==> src/rtl/tug_pkg.sv <==
// Shared codes for the tug match sequencer: FSM states, tracker positions, winner encoding.
package tug_pkg;

  localparam logic [2:0] ST_IDLE  = 3'b000;
  localparam logic [2:0] ST_ARM   = 3'b001;
  localparam logic [2:0] ST_PLAY  = 3'b010;
  localparam logic [2:0] ST_POINT = 3'b011;
  localparam logic [2:0] ST_OVER  = 3'b100;

  localparam logic [2:0] POS_C   = 3'b000;
  localparam logic [2:0] POS_L1  = 3'b001;
  localparam logic [2:0] POS_L2  = 3'b010;
  localparam logic [2:0] POS_L3  = 3'b011;
  localparam logic [2:0] POS_R1  = 3'b100;
  localparam logic [2:0] POS_R2  = 3'b101;
  localparam logic [2:0] POS_R3  = 3'b110;
  localparam logic [2:0] POS_INV = 3'b111;

  localparam logic [1:0] WIN_NONE  = 2'b00;
  localparam logic [1:0] WIN_LEFT  = 2'b01;
  localparam logic [1:0] WIN_RIGHT = 2'b10;

  // True when the marker sits on either scoring end (L3 or R3).
  function automatic logic pos_is_end(input logic [2:0] p);
    return (p == POS_L3) || (p == POS_R3);
  endfunction

endpackage

==> src/rtl/rr_arb2.sv <==
// Two-player press arbiter: 1-deep pending flag per player, round-robin on contention,
// registered single-cycle grants. Disabled (flags cleared, no grants) outside play.
module rr_arb2
  import tug_pkg::*;
(
  input  logic clk,
  input  logic reset,
  input  logic en,
  input  logic req_l,
  input  logic req_r,
  output logic gnt_l,
  output logic gnt_r
);

  logic pend_l_q, pend_l_d;
  logic pend_r_q, pend_r_d;
  logic rr_r_q, rr_r_d;        // 0: left has priority on next contention, 1: right
  logic gnt_l_q, gnt_l_d;
  logic gnt_r_q, gnt_r_d;
  logic eff_l, eff_r;

  // A fresh press competes in the cycle it arrives; losers wait in their pending flag.
  always_comb begin
    eff_l    = pend_l_q | req_l;
    eff_r    = pend_r_q | req_r;
    gnt_l_d  = 1'b0;
    gnt_r_d  = 1'b0;
    rr_r_d   = rr_r_q;
    if (en) begin
      if (eff_l && eff_r) begin
        gnt_l_d = !rr_r_q;
        gnt_r_d = rr_r_q;
        rr_r_d  = !rr_r_q;
      end else begin
        gnt_l_d = eff_l;
        gnt_r_d = eff_r;
      end
    end
    // A flag survives a grant only if a new press for that player lands in the same cycle.
    pend_l_d = en & ((pend_l_q & req_l) | (eff_l & ~gnt_l_d));
    pend_r_d = en & ((pend_r_q & req_r) | (eff_r & ~gnt_r_d));
  end

  // Arbiter state and registered grants.
  always_ff @(posedge clk or negedge reset) begin
    if (!reset) begin
      pend_l_q <= 1'b0;
      pend_r_q <= 1'b0;
      rr_r_q   <= 1'b0;
      gnt_l_q  <= 1'b0;
      gnt_r_q  <= 1'b0;
    end else begin
      pend_l_q <= pend_l_d;
      pend_r_q <= pend_r_d;
      rr_r_q   <= rr_r_d;
      gnt_l_q  <= gnt_l_d;
      gnt_r_q  <= gnt_r_d;
    end
  end

  assign gnt_l = gnt_l_q;
  assign gnt_r = gnt_r_q;

endmodule

==> src/rtl/tug_match_ctrl.sv <==
// Tug match sequencer: round FSM, shared arm/round timer, end-hold counter, scores and winner.
module tug_match_ctrl
  import tug_pkg::*;
#(
  parameter int SCORE_W   = 4,
  parameter int WIN_SCORE = 5,
  parameter int HOLD_CYC  = 3,
  parameter int ARM_CYC   = 4,
  parameter int ROUND_CYC = 64,
  parameter int TMR_W     = 8
) (
  input  logic               clk,
  input  logic               reset,
  input  logic               start,
  input  logic               l_press,
  input  logic               r_press,
  input  logic [2:0]         pos,
  output logic               move_l,
  output logic               move_r,
  output logic               track_clr,
  output logic [SCORE_W-1:0] score_l,
  output logic [SCORE_W-1:0] score_r,
  output logic [1:0]         winner,
  output logic               danger,
  output logic [2:0]         ctrl_state
);

  logic [2:0]         state_q, state_d;
  logic [TMR_W-1:0]   tmr_q, tmr_d;
  logic [TMR_W-1:0]   hold_q, hold_d;
  logic [SCORE_W-1:0] score_l_q, score_l_d;
  logic [SCORE_W-1:0] score_r_q, score_r_d;
  logic [1:0]         winner_q, winner_d;
  logic               track_clr_q, track_clr_d;
  logic               danger_q, danger_d;
  logic               in_play, at_end, hold_hit, round_over;

  // Scores stop at all-ones rather than wrapping.
  function automatic logic [SCORE_W-1:0] inc_sat(input logic [SCORE_W-1:0] v);
    return (&v) ? v : v + 1'b1;
  endfunction

  assign in_play    = (state_q == ST_PLAY);
  assign at_end     = pos_is_end(pos);
  assign hold_hit   = in_play && at_end && (hold_q == TMR_W'(HOLD_CYC - 1));
  assign round_over = (tmr_q == TMR_W'(ROUND_CYC - 1));

  // Next-state, scoring and strobe decode; a point beats a same-cycle round timeout.
  always_comb begin
    state_d   = state_q;
    score_l_d = score_l_q;
    score_r_d = score_r_q;
    winner_d  = winner_q;
    case (state_q)
      ST_IDLE, ST_OVER: begin
        if (start) begin
          state_d   = ST_ARM;
          score_l_d = '0;
          score_r_d = '0;
          winner_d  = WIN_NONE;
        end
      end
      ST_ARM: begin
        if (tmr_q == TMR_W'(ARM_CYC - 1)) state_d = ST_PLAY;
      end
      ST_PLAY: begin
        if (hold_hit) begin
          state_d = ST_POINT;
          if (pos == POS_L3) score_l_d = inc_sat(score_l_q);
          else               score_r_d = inc_sat(score_r_q);
        end else if (round_over) begin
          state_d = ST_ARM;
        end
      end
      ST_POINT: begin
        if (score_l_q >= SCORE_W'(WIN_SCORE)) begin
          state_d  = ST_OVER;
          winner_d = WIN_LEFT;
        end else if (score_r_q >= SCORE_W'(WIN_SCORE)) begin
          state_d  = ST_OVER;
          winner_d = WIN_RIGHT;
        end else begin
          state_d  = ST_ARM;
        end
      end
      default: state_d = ST_IDLE;
    endcase

    // The one timer restarts at 0 on every state change and only runs in ARM and PLAY.
    tmr_d = ((state_d == state_q) && ((state_q == ST_ARM) || in_play)) ? tmr_q + 1'b1 : '0;
    // Consecutive cycles at an end; any other position (including 111) restarts the count.
    hold_d      = (in_play && at_end) ? hold_q + 1'b1 : '0;
    track_clr_d = (state_d == ST_ARM) && (state_q != ST_ARM);
    danger_d    = in_play && at_end;
  end

  // Match state registers.
  always_ff @(posedge clk or negedge reset) begin
    if (!reset) begin
      state_q     <= ST_IDLE;
      tmr_q       <= '0;
      hold_q      <= '0;
      score_l_q   <= '0;
      score_r_q   <= '0;
      winner_q    <= WIN_NONE;
      track_clr_q <= 1'b0;
      danger_q    <= 1'b0;
    end else begin
      state_q     <= state_d;
      tmr_q       <= tmr_d;
      hold_q      <= hold_d;
      score_l_q   <= score_l_d;
      score_r_q   <= score_r_d;
      winner_q    <= winner_d;
      track_clr_q <= track_clr_d;
      danger_q    <= danger_d;
    end
  end

  rr_arb2 u_arb (
    .clk   (clk),
    .reset (reset),
    .en    (in_play),
    .req_l (l_press),
    .req_r (r_press),
    .gnt_l (move_l),
    .gnt_r (move_r)
  );

  assign track_clr  = track_clr_q;
  assign score_l    = score_l_q;
  assign score_r    = score_r_q;
  assign winner     = winner_q;
  assign danger     = danger_q;
  assign ctrl_state = state_q;

endmodule

==> config.mk <==
export PLATFORM = sky130hd
export DESIGN_NAME = tug_match_ctrl
export DESIGN_NICKNAME = d
export VERILOG_FILES = /design/src/rtl/tug_pkg.sv /design/src/rtl/rr_arb2.sv /design/src/rtl/tug_match_ctrl.sv
export SDC_FILE = /design/constraint.sdc
export NUM_CORES = 1
export LEC_CHECK = 0
export BUFFER_PORTS_ARGS = -buffer_cell sky130_fd_sc_hd__buf_4
export CAP_MARGIN = 40
export CORE_MARGIN = 2
export CORE_UTILIZATION = 56
export DETAILED_ROUTE_END_ITERATION = 16
export MAX_ROUTING_LAYER = met4
export PLACE_DENSITY = 0.78
export SETUP_SLACK_MARGIN = 0.3
export SLEW_MARGIN = 10
export SYNTH_ARGS = -nofsm -noshare
export SYNTH_HDL_FRONTEND = slang
export SYNTH_SLANG_ARGS = --single-unit
==> constraint.sdc <==
create_clock -name clk -period 2.4 [get_ports clk]
set_input_delay 0.24 -clock clk [delete_from_list [all_inputs] [get_ports clk]]
set_output_delay 0.24 -clock clk [all_outputs]
set_load 0.02 [all_outputs]
# Word level (Yosys, flattened, before mapping)
# Index checks and enable logic that the tools add are counted.
[word_totals]
register_bits = 36
input_bits = 8
out_inout_bits = 17
wordCells = 94
[op_classes]
n_addsub = 4
n_lt_le_gt_ge = 2
n_eq_ne = 19
muxes = 26
n_bitwise = 12
reduce_logical = 18
[ops]
columns = ["cell", "count"]
rows = [
  ["4-bit two-way mux", 7],
  ["3-bit two-way mux", 6],
  ["8-bit by 1-bit adder with 8-bit output (second input constant)", 2],
  ["8-bit by 2-bit == test with 1-bit output (second input constant)", 2],
  ["8-bit two-way mux", 2],
  ["4-bit case mux with 2 select lines", 2],
  ["3-bit case mux with 4 select lines", 1],
  ["5-bit AND reduction", 2],
  ["3-bit by 2-bit == test with 1-bit output (second input constant)", 3],
  ["4-bit by 1-bit adder with 4-bit output (second input constant)", 2],
  ["8-bit by 6-bit == test with 1-bit output (second input constant)", 1],
  ["4-bit by 3-bit >= comparator with 1-bit output (second input constant)", 2],
  ["2-bit inequality test (second input constant)", 4],
  ["4-bit AND reduction", 2],
  ["1-bit bitwise AND", 6],
  ["3-bit by 1-bit == test with 1-bit output (second input constant)", 2],
  ["3-bit == test (second input constant)", 2],
  ["2-bit two-way mux", 3],
  ["1-bit logical AND", 5],
  ["1-bit two-way mux", 4],
  ["2-bit by 1-bit inequality test with 1-bit output (second input constant)", 2],
  ["1-bit OR", 4],
  ["2-bit case mux with 2 select lines", 1],
  ["2-bit nonzero test", 2],
  ["other kinds (10)", 12],
]

# Depth between registers and ports, before layout
[depth]
ltp_word = 9
ltp_mapped = 7
depth_no_buf = 7

# Cells and area by module
# A second synthesis with hierarchy kept.
[unflattened]
hier_cells = 183
area_unflattened_um2 = 1878.1
[modules_own_cells]
columns = ["module", "n_inst", "cells_per_inst", "area_per_inst_um2", "seq_area_each_um2"]
rows = [
  ["tug_match_ctrl", 1, 165, 1666.6, 775.7],
  ["rr_arb2", 1, 18, 211.5, 125.1],
]

# Least setup slack after synthesis
# OpenSTA, ideal clock, no wires.
[synth_path]
path_kind = "reg-to-reg"
from = "register state_q[0], in the netlist ctrl_state[0]"
to = "register tmr_q[7]"
setup_time_ps = 119
t_arrival_ps = 1879
required_time_ps = 2281
setup_slack_ps = 402
stages_incl_launch_ff = 7
path_buffers = 1
synth_period_minus_slack_ps = 1998
cell_sequence = "dfrtp_1 -> or3b_1 -> clkbuf_2 -> or4_4 -> nand4_2 -> a211o_4 -> nor2_1"
[synth_via]
elab_chain_cells = 8
elab_cells_between_ends = 17
cone_classes = "eq/ne (5); mux (6); reduce/logical (6)"
[synth_rtl]
columns = ["element", "line", "rtl"]
rows = [
  ["start, declared", "tug_match_ctrl.sv:28", "logic [2:0] state_q, state_d;"],
  ["start signal, assigned", "tug_match_ctrl.sv:109", "state_q <= state_d;"],
  ["3-bit by 2-bit == test with 1-bit output", "tug_match_ctrl.sv:43, tug_match_ctrl.sv:54", ""],
  ["1-bit logical AND (2 in a row)", "tug_match_ctrl.sv:45", "assign hold_hit = in_play && at_end && (hold_q == TMR_W'(HOLD_CYC - 1));"],
  ["3-bit two-way mux", "tug_match_ctrl.sv:67", "if (hold_hit) begin"],
  ["3-bit case mux with 4 select lines", "tug_match_ctrl.sv:54", "case (state_q)"],
  ["3-bit == test", "tug_match_ctrl.sv:90", "tmr_d = ((state_d == state_q) && ((state_q == ST_ARM) || in_play)) ? tmr_q + 1'b1 : '0;"],
  ["1-bit logical AND (*)", "tug_match_ctrl.sv:90", ""],
  ["8-bit two-way mux (*)", "tug_match_ctrl.sv:90", ""],
  ["via tmr_d[7]", "tug_match_ctrl.sv:29", "logic [TMR_W-1:0] tmr_q, tmr_d;"],
  ["end signal, assigned", "tug_match_ctrl.sv:110", "tmr_q <= tmr_d;"],
  ["end, declared", "tug_match_ctrl.sv:29", ""],
]
# The timed path passes the listed nets; every way through them passes the cells marked *.
# A chain may end at the register's enable or synchronous reset.

# Worst setup path after layout
[layout_path]
from = "register state_q[0], in the netlist ctrl_state[0]"
to = "register tmr_q[2]"
# The elaborated chain is that of the path after synthesis.

==> PnR_summary.wiki <==
{| class="wikitable"
! Metric !! Value
|-
| Outcome || finished clean
|-
| Number of antenna violations at the first check in global routing || 0
|-
| Worst slew margin relative to its limit || 68.6%
|-
| Synth Area per Inst || 9.87 µm²
|-
| TritonCTS clock tree || done
|-
| Total count of hold-check failures in the final report || 0
|-
| Number of rows in the core area || 20
|-
| Synthesized flop and latch total || 36
|-
| Total number of H-tree levels || 2
|-
| Clock root buffer || sky130_fd_sc_hd__clkbuf_4
|-
| Fraction of registers with async set or reset after synthesis || 100%
|-
| Crit path buffers/inverters || 0
|-
| IO Pins || 25
|-
| Number of different library cells in the post-synthesis netlist || 39
|-
| Routed wire length || 3670 µm
|-
| Slew at the pin with the worst max-slew slack || 466 ps
|-
| Final TNS setup || 0 ps
|-
| Fin nets || 237
|-
| Critical path launch point type || register
|-
| Via count of the first global-routing pass || 1396
|-
| Register-to-register setup slack || 360 ps
|-
| Fraction of synthesized cell area taken by the top area cell type || 49.1%
|-
| Wirelength per Cell || 13.8 µm
|-
| Share of layout cells above drive strength 1 || 20.4%
|-
| Number of warnings printed during yosys synthesis || 0
|-
| Clock buffers created by TritonCTS || 5
|-
| Detailed route wirelength on metal2 || 1830 µm
|-
| Critical-path cell with the highest stage delay || sky130_fd_sc_hd__or4_4
|-
| List of most frequent post-synthesis cells || sky130_fd_sc_hd__dfrtp_1, sky130_fd_sc_hd__nor2_1, sky130_fd_sc_hd__nor3_1
|-
| Global-route wire length before repair || 6020 µm
|-
| Total routing usage reported by global routing || 23.0%
|-
| Clock slew at reported path FFs || 120 ps
|-
| Static leakage power || 1.02 nW
|-
| Max-capacitance violation count || 0
|-
| DRC violation total after the first TritonRoute iteration || 76
|-
| Vias after detailed routing || 1465
|-
| Final setup violating endpoints || 0
|-
| Fin crit period || 2040 ps
|-
| Post-synthesis cell type with the largest combined area || sky130_fd_sc_hd__dfrtp_1
|-
| Critical path class || reg -> reg
|-
| Area of the die || 3750 µm²
|-
| Met3 layer wire length in the routed design || 184 µm
|-
| Initial Util || 59.6%
|-
| Family with the most delay on the worst path || simple AND/OR/NAND/NOR gates
|-
| Maximum clock frequency || 0.491 GHz
|-
| Maximum count of clock buffers along a single path || 2
|-
| Startpoint of the most critical setup path || ctrl_state[0]
|-
| Class of the most critical hold timing path || in -> reg
|-
| DRT antenna net count || 0
|-
| Detailed-placement wirelength estimate || 2580 µm
|-
| Kind of end point of the critical path || register
|-
| Power density normalized to cell area || 727 nW/µm²
|-
| Share of the clock period used by the worst path after layout || 84.9%
|-
| Delay of the slowest cell on the worst path || 580 ps
|-
| Std-Cell Core Area || 3080 µm²
|-
| Met1 Wirelength || 1600 µm
|-
| Primary flip-flop cell chosen by synthesis mapping || sky130_fd_sc_hd__dfrtp_1
|-
| Post-synthesis instance total || 186
|-
| Portion of the post-synthesis area used by sequential elements || 49.1%
|-
| Highest metal layer with signal wires || met4
|-
| Maximum vdd ir drop || 535 µV
|-
| Detail-routed via count per cell || 5.53
|-
| Port bufs || 24
|-
| Layout overhead on the synthesized area || 19.0%
|-
| Startpoint of the lowest-slack register-to-register path || ctrl_state[0]
|-
| Worst Path Max Fanout || 9
|-
| Clock latency reported for the late side of the worst-skew pair || 350 ps
|-
| Hold slack || 132 ps
|-
| Antenna diode instance count || 0
|-
| Cell Area, Synth || 1840 µm²
|-
| Worst Skew || 8.32 ps
|-
| Final RePlAce weighted congestion || 0.851
|-
| Post-route DRC violation count || 0
|-
| Height of the chip || 61.3 µm
|-
| CTS Sinks || 36
|-
| Largest net degree at the start of global routing || 37
|-
| Data required time of the worst path || 2640 ps
|-
| Cell chain of the critical path || or3b_1, or4_4, nand4_2, a211o_4, nor2_1
|-
| CP Data Arrival Time || 2280 ps
|-
| 1st-pass router iterations || 4
|-
| Unrepaired setup endpoints after global routing || false
|-
| Max-slew violations || 0
|-
| Total nets after synthesis || 203
|-
| Die X || 61.3 µm
|-
| Top area cells in the synthesized netlist || sky130_fd_sc_hd__dfrtp_1, sky130_fd_sc_hd__nor2_1, sky130_fd_sc_hd__ha_1, sky130_fd_sc_hd__xnor2_1, sky130_fd_sc_hd__nor3_1
|-
| Top-count cell post-synth || sky130_fd_sc_hd__dfrtp_1
|-
| Number of flops mapped to enable cells by yosys || 0
|-
| GRT Residual Overflow || 0
|-
| Min-delay src || r_press
|}
## stage by stage
step	setup slack (ps)	total power, mW	area (µm²)	std cells	util [%]
after CTS	357	1.60	2160	263	70.3
after global routing	303	1.68	2180	265	71.0
after global placement	443	1.15	2070	254	67.4
after detailed placement	380	1.16	2070	254	67.4
final	362	1.59	2180	265	71.0
after floorplan	402	1.02	1840	186	-
## worst min-delay path: cells and delay by family
kind,cells,cell delay (ps)
buf+inv,1,80
simple gates,1,80
compound gates,1,50
## sequential cells by signal (all words and copies together) (netlist names)
register and cells:
track_clr 1, danger 1, u_arb.pend_r_q 1, hold_q 8, ctrl_state 3, score_l 4
winner 2, u_arb.gnt_l 1, score_r 4, tmr_q 8, u_arb.pend_l_q 1, u_arb.gnt_r 1
u_arb.rr_r_q 1
## cell type report
type / count / area (µm²)
Sequential cell: 36 / 901
Tap cell: 44 / 55.1
Fill cell: 248 / 893
Clock inverter: 3 / 42.5
Clock buffer: 5 / 37.5
Timing Repair Buffer: 28 / 213
Multi-Input combinational cell: 139 / 898
Inverter: 10 / 37.5
## cell usage in the layout, fill, tap and decap left out, types with 2 or more instances in the layout
master,netlist,routed
sky130_fd_sc_hd__a21oi_1,10,10
sky130_fd_sc_hd__nor3_1,13,13
sky130_fd_sc_hd__nand2b_1,2,2
sky130_fd_sc_hd__dfrtp_1,36,36
sky130_fd_sc_hd__nand4_1,2,2
sky130_fd_sc_hd__and4b_1,3,3
sky130_fd_sc_hd__nand2_1,11,11
sky130_fd_sc_hd__ha_1,9,9
sky130_fd_sc_hd__and3_1,3,3
sky130_fd_sc_hd__and2_1,2,2
sky130_fd_sc_hd__nand4_2,2,2
sky130_fd_sc_hd__clkbuf_4,0,5
sky130_fd_sc_hd__nor2_1,33,33
sky130_fd_sc_hd__buf_4,0,27
sky130_fd_sc_hd__nor2b_1,2,2
sky130_fd_sc_hd__nand3_1,7,7
sky130_fd_sc_hd__a31o_2,2,2
sky130_fd_sc_hd__inv_1,10,10
sky130_fd_sc_hd__o21ai_0,2,2
sky130_fd_sc_hd__xnor2_1,11,11
sky130_fd_sc_hd__xor2_1,6,6
## path summary, 6_finish.rpt
kind / depth (start not counted) / to
max in group asynchronous: 2 / tmr_q[3]
min in group asynchronous: 2 / score_l[3]
worst min-delay path: 3 / u_arb.pend_r_q
worst max-delay path: 5 / tmr_q[2]
worst max register to register: 5 / tmr_q[2]
worst min register to register: 1 / tmr_q[0]
## what timing repair did
| action | 4_1_cts | 5_1_grt |
|---|---|---|
| endpoints found under the hold margin | 36 | 0 |
| buffers inserted | 0 | 2 |
| resized for setup | 0 | 1 |
| endpoints found under the setup margin | 0 | 9 |
| hold buffers | 1 | 0 |
## routing by layer
layer | vias to the layer above | global-route usage [%]
met1 | 712 | 25.3
met5 | - | -
met3 | 5 | 7.14
li1 | 716 | -
met2 | 32 | 38.8
met4 | 0 | 9.01
## power by group
part / switching (mW) / leakage, nW / total (mW) / internal (mW)
Combinational: 0.240 / 0.482 / 0.428 / 0.188
Sequential: 0.0657 / 0.494 / 0.728 / 0.662
Clock: 0.216 / 0.0412 / 0.433 / 0.217
## cells by family after synthesis
| logic type | after synthesis | synth area share [%] |
|---|---|---|
| and+or+nand+nor | 90 | 25.8 |
| adders and majority gates | 9 | 6.14 |
| buffers and inverters | 11 | 2.32 |
| xor gates and xnor gates | 17 | 8.11 |
| DFF | 36 | 49.1 |
| AOI/OAI and AO/OA | 23 | 8.59 |
Note: power is estimated with default switching activity, not from simulation.
